File: config.mk
export PLATFORM = sky130hd
export DESIGN_NAME = spi_cmd_arbiter
export DESIGN_NICKNAME = d
export VERILOG_FILES = /design/src/rtl/spi_cmd_arbiter.sv
export SDC_FILE = /design/constraint.sdc
export NUM_CORES = 1
export LEC_CHECK = 0
export CAP_MARGIN = 40
export CORE_MARGIN = 4
export CORE_UTILIZATION = 39
export CTS_BUF_LIST = sky130_fd_sc_hd__clkbuf_4 sky130_fd_sc_hd__clkbuf_8
export CTS_CLUSTER_SIZE = 28
export DETAILED_ROUTE_END_ITERATION = 7
export GPL_ROUTABILITY_DRIVEN = 0
export GPL_TIMING_DRIVEN = 0
export PLACE_DENSITY = 0.75
export RECOVER_POWER = 50
export SLEW_MARGIN = 20
export SYNTH_ARGS = -nofsm -noshare
export SYNTH_HDL_FRONTEND = slang
export SYNTH_SLANG_ARGS = --single-unit
export TNS_END_PERCENT = 30
File: constraint.sdc
create_clock -name aclk -period 2.1 [get_ports aclk]
set_input_delay 0.63 -clock aclk [delete_from_list [all_inputs] [get_ports aclk]]
set_output_delay 0.63 -clock aclk [all_outputs]
set_load 0.02 [all_outputs]
File: src/rtl/spi_cmd_arbiter.sv
// rtl/spi_cmd_arbiter.sv - two-requester command arbiter in front of a shared SPI master
//
// Port 0 (boot ADC config sequencer) and port 1 (host register access) compete
// for one SPI master. One command is in flight at a time: its payload is latched
// onto spi_*, a start pulse is issued, spi_busy is tracked to completion, and
// exactly one response (id, read data, timeout error) is returned per command.
//
// Build option: SPI_ARB_RR_EN
//   undefined -> fixed priority, port 0 wins simultaneous requests
//   defined   -> round-robin, pointer favours the other port after every grant
//
// Ports
//   aclk, aresetn            clock, asynchronous active-low reset
//   rN_valid / rN_ready      request handshake for port N (N = 0, 1)
//   rN_adr, rN_dat           request address / write data
//   rN_rw, rN_cs             1 = read / chip-select selector
//   spi_start_o              one-cycle start pulse to the SPI master
//   spi_adr, spi_dat         latched address / data to the master
//   spi_rw, spi_cs_sel       latched direction / chip select to the master
//   spi_busy, spi_rd_dat     master busy, read data valid when busy falls
//   rsp_valid                one-cycle response strobe, no back-pressure
//   rsp_id, rsp_dat, rsp_err requester id, read data, timeout flag
//   arb_state_o              current FSM state
module spi_cmd_arbiter #(
    parameter int ACK_TMO  = 16,
    parameter int BUSY_TMO = 4096
) (
    input  logic        aclk,
    input  logic        aresetn,
    input  logic        r0_valid,
    output logic        r0_ready,
    input  logic [15:0] r0_adr,
    input  logic [15:0] r0_dat,
    input  logic        r0_rw,
    input  logic        r0_cs,
    input  logic        r1_valid,
    output logic        r1_ready,
    input  logic [15:0] r1_adr,
    input  logic [15:0] r1_dat,
    input  logic        r1_rw,
    input  logic        r1_cs,
    output logic        spi_start_o,
    output logic [15:0] spi_adr,
    output logic [15:0] spi_dat,
    output logic        spi_rw,
    output logic        spi_cs_sel,
    input  logic        spi_busy,
    input  logic [15:0] spi_rd_dat,
    output logic        rsp_valid,
    output logic        rsp_id,
    output logic [15:0] rsp_dat,
    output logic        rsp_err,
    output logic [2:0]  arb_state_o
);

    localparam int CW = $clog2(BUSY_TMO + 1);
    localparam logic [CW-1:0] CNT_MAX   = '1;
    localparam logic [CW-1:0] ACK_LAST  = CW'(ACK_TMO - 1);
    localparam logic [CW-1:0] BUSY_LAST = CW'(BUSY_TMO - 1);

    typedef enum logic [2:0] {
        IDLE      = 3'd0,
        START     = 3'd1,
        WAIT_BUSY = 3'd2,
        WAIT_DONE = 3'd3,
        RESP      = 3'd4
    } state_t;

    state_t        state;
    state_t        state_nxt;
    logic [CW-1:0] cnt;
    logic [CW-1:0] cnt_inc;
    logic          grant;
    logic          gnt_id;
    logic          accept;

    // Saturating so a stuck count can never wrap back into a legal window.
    assign cnt_inc = (cnt == CNT_MAX) ? cnt : cnt + 1'b1;

    // Port selected this cycle; only meaningful while IDLE.
`ifdef SPI_ARB_RR_EN
    logic rr_ptr;

    always_comb begin
        if (r0_valid && r1_valid) begin
            grant = rr_ptr;
        end else begin
            grant = r1_valid;
        end
    end

    always_ff @(posedge aclk or negedge aresetn) begin
        if (!aresetn) begin
            rr_ptr <= 1'b0;
        end else if (accept) begin
            rr_ptr <= ~grant;
        end
    end
`else
    assign grant = r1_valid & ~r0_valid;
`endif

    assign accept = (r0_valid & r0_ready) | (r1_valid & r1_ready);

    always_ff @(posedge aclk or negedge aresetn) begin
        if (!aresetn) begin
            state <= IDLE;
        end else begin
            state <= state_nxt;
        end
    end

    always_comb begin
        state_nxt = state;
        case (state)
            IDLE: begin
                if (accept) begin
                    state_nxt = START;
                end
            end
            START: begin
                state_nxt = WAIT_BUSY;
            end
            WAIT_BUSY: begin
                if (spi_busy) begin
                    state_nxt = WAIT_DONE;
                end else if (cnt == ACK_LAST) begin
                    state_nxt = RESP;
                end
            end
            WAIT_DONE: begin
                if (!spi_busy || cnt == BUSY_LAST) begin
                    state_nxt = RESP;
                end
            end
            RESP: begin
                state_nxt = IDLE;
            end
            default: begin
                state_nxt = IDLE;
            end
        endcase
    end

    // Ready is withheld during reset so every output reads 0 while aresetn is low.
    always_comb begin
        r0_ready    = 1'b0;
        r1_ready    = 1'b0;
        spi_start_o = 1'b0;
        rsp_valid   = 1'b0;
        arb_state_o = state;
        if (aresetn && state == IDLE && !spi_busy) begin
            r0_ready = ~grant;
            r1_ready = grant;
        end
        if (state == START) begin
            spi_start_o = 1'b1;
        end
        if (state == RESP) begin
            rsp_valid = 1'b1;
        end
    end

    // The START cycle counts toward the ack window, so the ack timeout response
    // lands exactly ACK_TMO cycles after the start pulse.
    always_ff @(posedge aclk or negedge aresetn) begin
        if (!aresetn) begin
            spi_adr    <= '0;
            spi_dat    <= '0;
            spi_rw     <= 1'b0;
            spi_cs_sel <= 1'b0;
            gnt_id     <= 1'b0;
            cnt        <= '0;
            rsp_id     <= 1'b0;
            rsp_dat    <= '0;
            rsp_err    <= 1'b0;
        end else begin
            case (state)
                IDLE: begin
                    if (accept) begin
                        spi_adr    <= grant ? r1_adr : r0_adr;
                        spi_dat    <= grant ? r1_dat : r0_dat;
                        spi_rw     <= grant ? r1_rw  : r0_rw;
                        spi_cs_sel <= grant ? r1_cs  : r0_cs;
                        gnt_id     <= grant;
                        cnt        <= '0;
                    end
                end
                START: begin
                    cnt <= cnt_inc;
                end
                WAIT_BUSY: begin
                    if (spi_busy) begin
                        cnt <= '0;
                    end else if (cnt == ACK_LAST) begin
                        rsp_id  <= gnt_id;
                        rsp_dat <= '0;
                        rsp_err <= 1'b1;
                    end else begin
                        cnt <= cnt_inc;
                    end
                end
                WAIT_DONE: begin
                    if (!spi_busy) begin
                        rsp_id  <= gnt_id;
                        rsp_dat <= spi_rw ? spi_rd_dat : 16'h0000;
                        rsp_err <= 1'b0;
                    end else if (cnt == BUSY_LAST) begin
                        rsp_id  <= gnt_id;
                        rsp_dat <= '0;
                        rsp_err <= 1'b1;
                    end else begin
                        cnt <= cnt_inc;
                    end
                end
                default: begin
                end
            endcase
        end
    end

endmodule

==> flow_metrics.tcl <==
set metrics [dict create \
    status "finished, violations left" \
    violations "negative setup slack" \
    start_kind "primary input" \
    htreeDepth 3 \
    yosysUniqueCellTypes 47 \
    rsz0062_at_grt "yes" \
    vias 3193 \
    die_area_mm2 0.00998 \
    synth_compound_area_frac 0.181 \
    final_common_cell "clkdlybuf4s50_1" \
    cts_buffer_depth 2 \
    worstMarginPinSlew_ns 0.784 \
    clock_latency_ns 0.35 \
    ys_seq_area_frac 0.525 \
    cp.arrival_ns 1.70 \
    die_y_um 99.9 \
    ys_ff_latch 69 \
    async_flop_share 1.00 \
    maxCapViolations 0 \
    worstPathRequired_ns 1.47 \
    fin_cells 598 \
    grt_antenna_before_repair 0 \
    fin_crit_sh 1.11 \
    crit_type "primary input to output port" \
    synthXorXnorAreaFrac 0 \
    cpMostUsedCell "buf_16" \
    start_util 0.401 \
    grt_pass1_wl_um 17300 \
    min_path_type "primary input to async pin" \
    cp_max_fo 3 \
    ir_drop_mv 0.520 \
    cts_sinks 69 \
    syn_area_per_cell_um2 10.5 \
    grt_pass1_vias 3289 \
    wirelength_um 10900 \
    grtUsageTotal 0.225 \
    synth_flop_cell "dfrtp_1" \
    min_period_ns 2.33 \
    crit_path_end_kind "output port" \
    root_buffer "clkbuf_8" \
    synth_fp_nets 403 \
    fp-row-count 33 \
    clock.fmax_mhz 430 \
    io-pin-count 148 \
    hold_viol 0 \
    firstDrtPassIters 5 \
    yosys_warnings 0 \
    cts_tree "yes" \
    drive_gt1_frac 0.134 \
    crit_slowest_cell "or4_4" \
    maxSlewHeadroom 0.477 \
    core_region_area_mm2 0.00822 \
    setup_slack_ns -0.228 \
    synth_top_family_by_area "compound AO/OA/AOI/OAI gates" \
    numCtsBuffers 9 \
    overflow 0 \
    diodes 0 \
    setup-violations-final 2 \
    syn_inst 313 \
    clock-skew-final_ns 0.00780 \
    cellLeakagePower_nw 2.55 \
    drcViolationCount 0 \
    grt_max_degree 25 \
    crit_chain "buf_16 > buf_16 > nand2b_4 > or4_4 > nor2b_4 > buf_6" \
    nets 578 \
    area_growth_pct 65.2 \
    final_cell_mix "137 x clkdlybuf4s50_1, 67 x dfrtp_1, 42 x nand2_1" \
    cpPeakStageDelay_ns 0.56 \
    powerDensity_mw_per_mm2 1200 \
    utilization 0.662 \
    dp_hpwl_um 7600 \
    synthesis.area_mm2 0.00329 \
    clk_pin_slew_ns 0.07 \
    slew_viol_final 0 \
    synthMuxAreaShare 0.107 \
    yosys.area_share.adder 0.00380 \
    yosys.area_share.simple 0.147 \
    hold_ws_ns 0.224 \
    die_x_um 99.9 \
    ant_nets 0 \
    cts_hold_buffers 0 \
    routed_via_density 5.34 \
    drt_iter0_markers 116 \
    placement.io_buffers 147 \
    wl_per_cell_um 18.3 \
    synth-edff-count 0 \
    placedCellCount 566 \
]
## timing repair
action	4_1_cts	5_1_grt
endpoints found under the setup margin	67	58
cloned	3	0
pin swaps	3	3
setup buffers	7	6
gates resized for setup	47	16
## path summary, 6_finish.rpt
check	depth (start not counted)	endpoint	slack, ns	from
max in group asynchronous	1	cnt[8]	1.28	aresetn
hold reg to reg	1	gnt_id	0.48	gnt_id
setup reg to reg	7	cnt[0]	0.03	cnt[0]
hold / removal	2	cnt[11]	0.22	aresetn
setup / recovery	6	r0_ready	-0.23	aresetn
min in group aclk	1	gnt_id	0.48	gnt_id
## synthesized netlist by cell type, types with 3 or more instances
cell type | n | area share
clkbuf_1 | 14 | 0.016
inv_1 | 4 | 0.0046
a31oi_1 | 5 | 0.0095
buf_2 | 3 | 0.0046
a22o_1 | 16 | 0.043
a21oi_1 | 6 | 0.0091
mux2i_1 | 34 | 0.10
nor3_1 | 4 | 0.0061
o22a_1 | 5 | 0.013
o31ai_1 | 13 | 0.030
and3_1 | 4 | 0.0076
nor2b_1 | 3 | 0.0057
o21ai_1 | 35 | 0.053
nand3_1 | 7 | 0.011
dfrtp_1 | 69 | 0.52
nand4_1 | 3 | 0.0057
nor2_1 | 9 | 0.010
nor4_1 | 3 | 0.0057
nand2_1 | 42 | 0.048
## per-stage QoR
stage / setup WS (ns) / area, µm² / TNS (ns) / power [mW]
after floorplan: -0.0778 / 3290 / -0.145 / 3.58
final: -0.228 / 5440 / -0.447 / 6.51
after global placement: -3.56 / 4900 / -292.29 / 5.05
after CTS: -0.209 / 5400 / -0.457 / 6.49
after detailed placement: -1.21 / 4920 / -37.79 / 5.10
after global routing: -0.254 / 5440 / -1.57 / 6.89
## sequential cells by signal, indices dropped and copies added (netlist names)
name         flops
spi_dat         16
rsp_id           1
arb_state_o      3
cnt             13
spi_cs_sel       1
rsp_err          1
spi_adr         16
rsp_dat         16
gnt_id           1
spi_rw           1
## report_power, final
group | switching [mW] | internal [mW] | total [mW]
sequential | 0.346 | 1.84 | 2.19
clock | 0.513 | 0.784 | 1.30
combinational | 1.55 | 1.48 | 3.03
## routing by layer
layer  track usage  wire [µm]
met5             0          0
met4        0.0662        205
met3        0.0813       1160
met2         0.395       5610
met1         0.257       3950
## cell families (layout without fill, tap and decap cells)
| logic type | Yosys count | count (layout) |
|---|---|---|
| DFF | 69 | 69 |
| muxes | 35 | 35 |
| and+or+nand+nor | 94 | 94 |
| buffers and inverters | 26 | 206 |
| AOI/OAI and AO/OA | 88 | 88 |
| adders and majority gates | 1 | 1 |
## area by class of cell
cell class                 count  area [µm²]
buffer                        22         139
clock buffer                   9         124
clock inverter                 7         114
fill                         636        2780
inverter                       4        15.0
multi-input combinational    218        1500
sequential                    69        1730
tap                          105         131
timing repair buffer         164        1690
## critical path: cells and delay by family
family | cells | cell delay, ns
and+or+nand+nor | 3 | 0.75
buffers and inverters | 3 | 0.31
No activity file was read; power rests on OpenSTA's default activity.
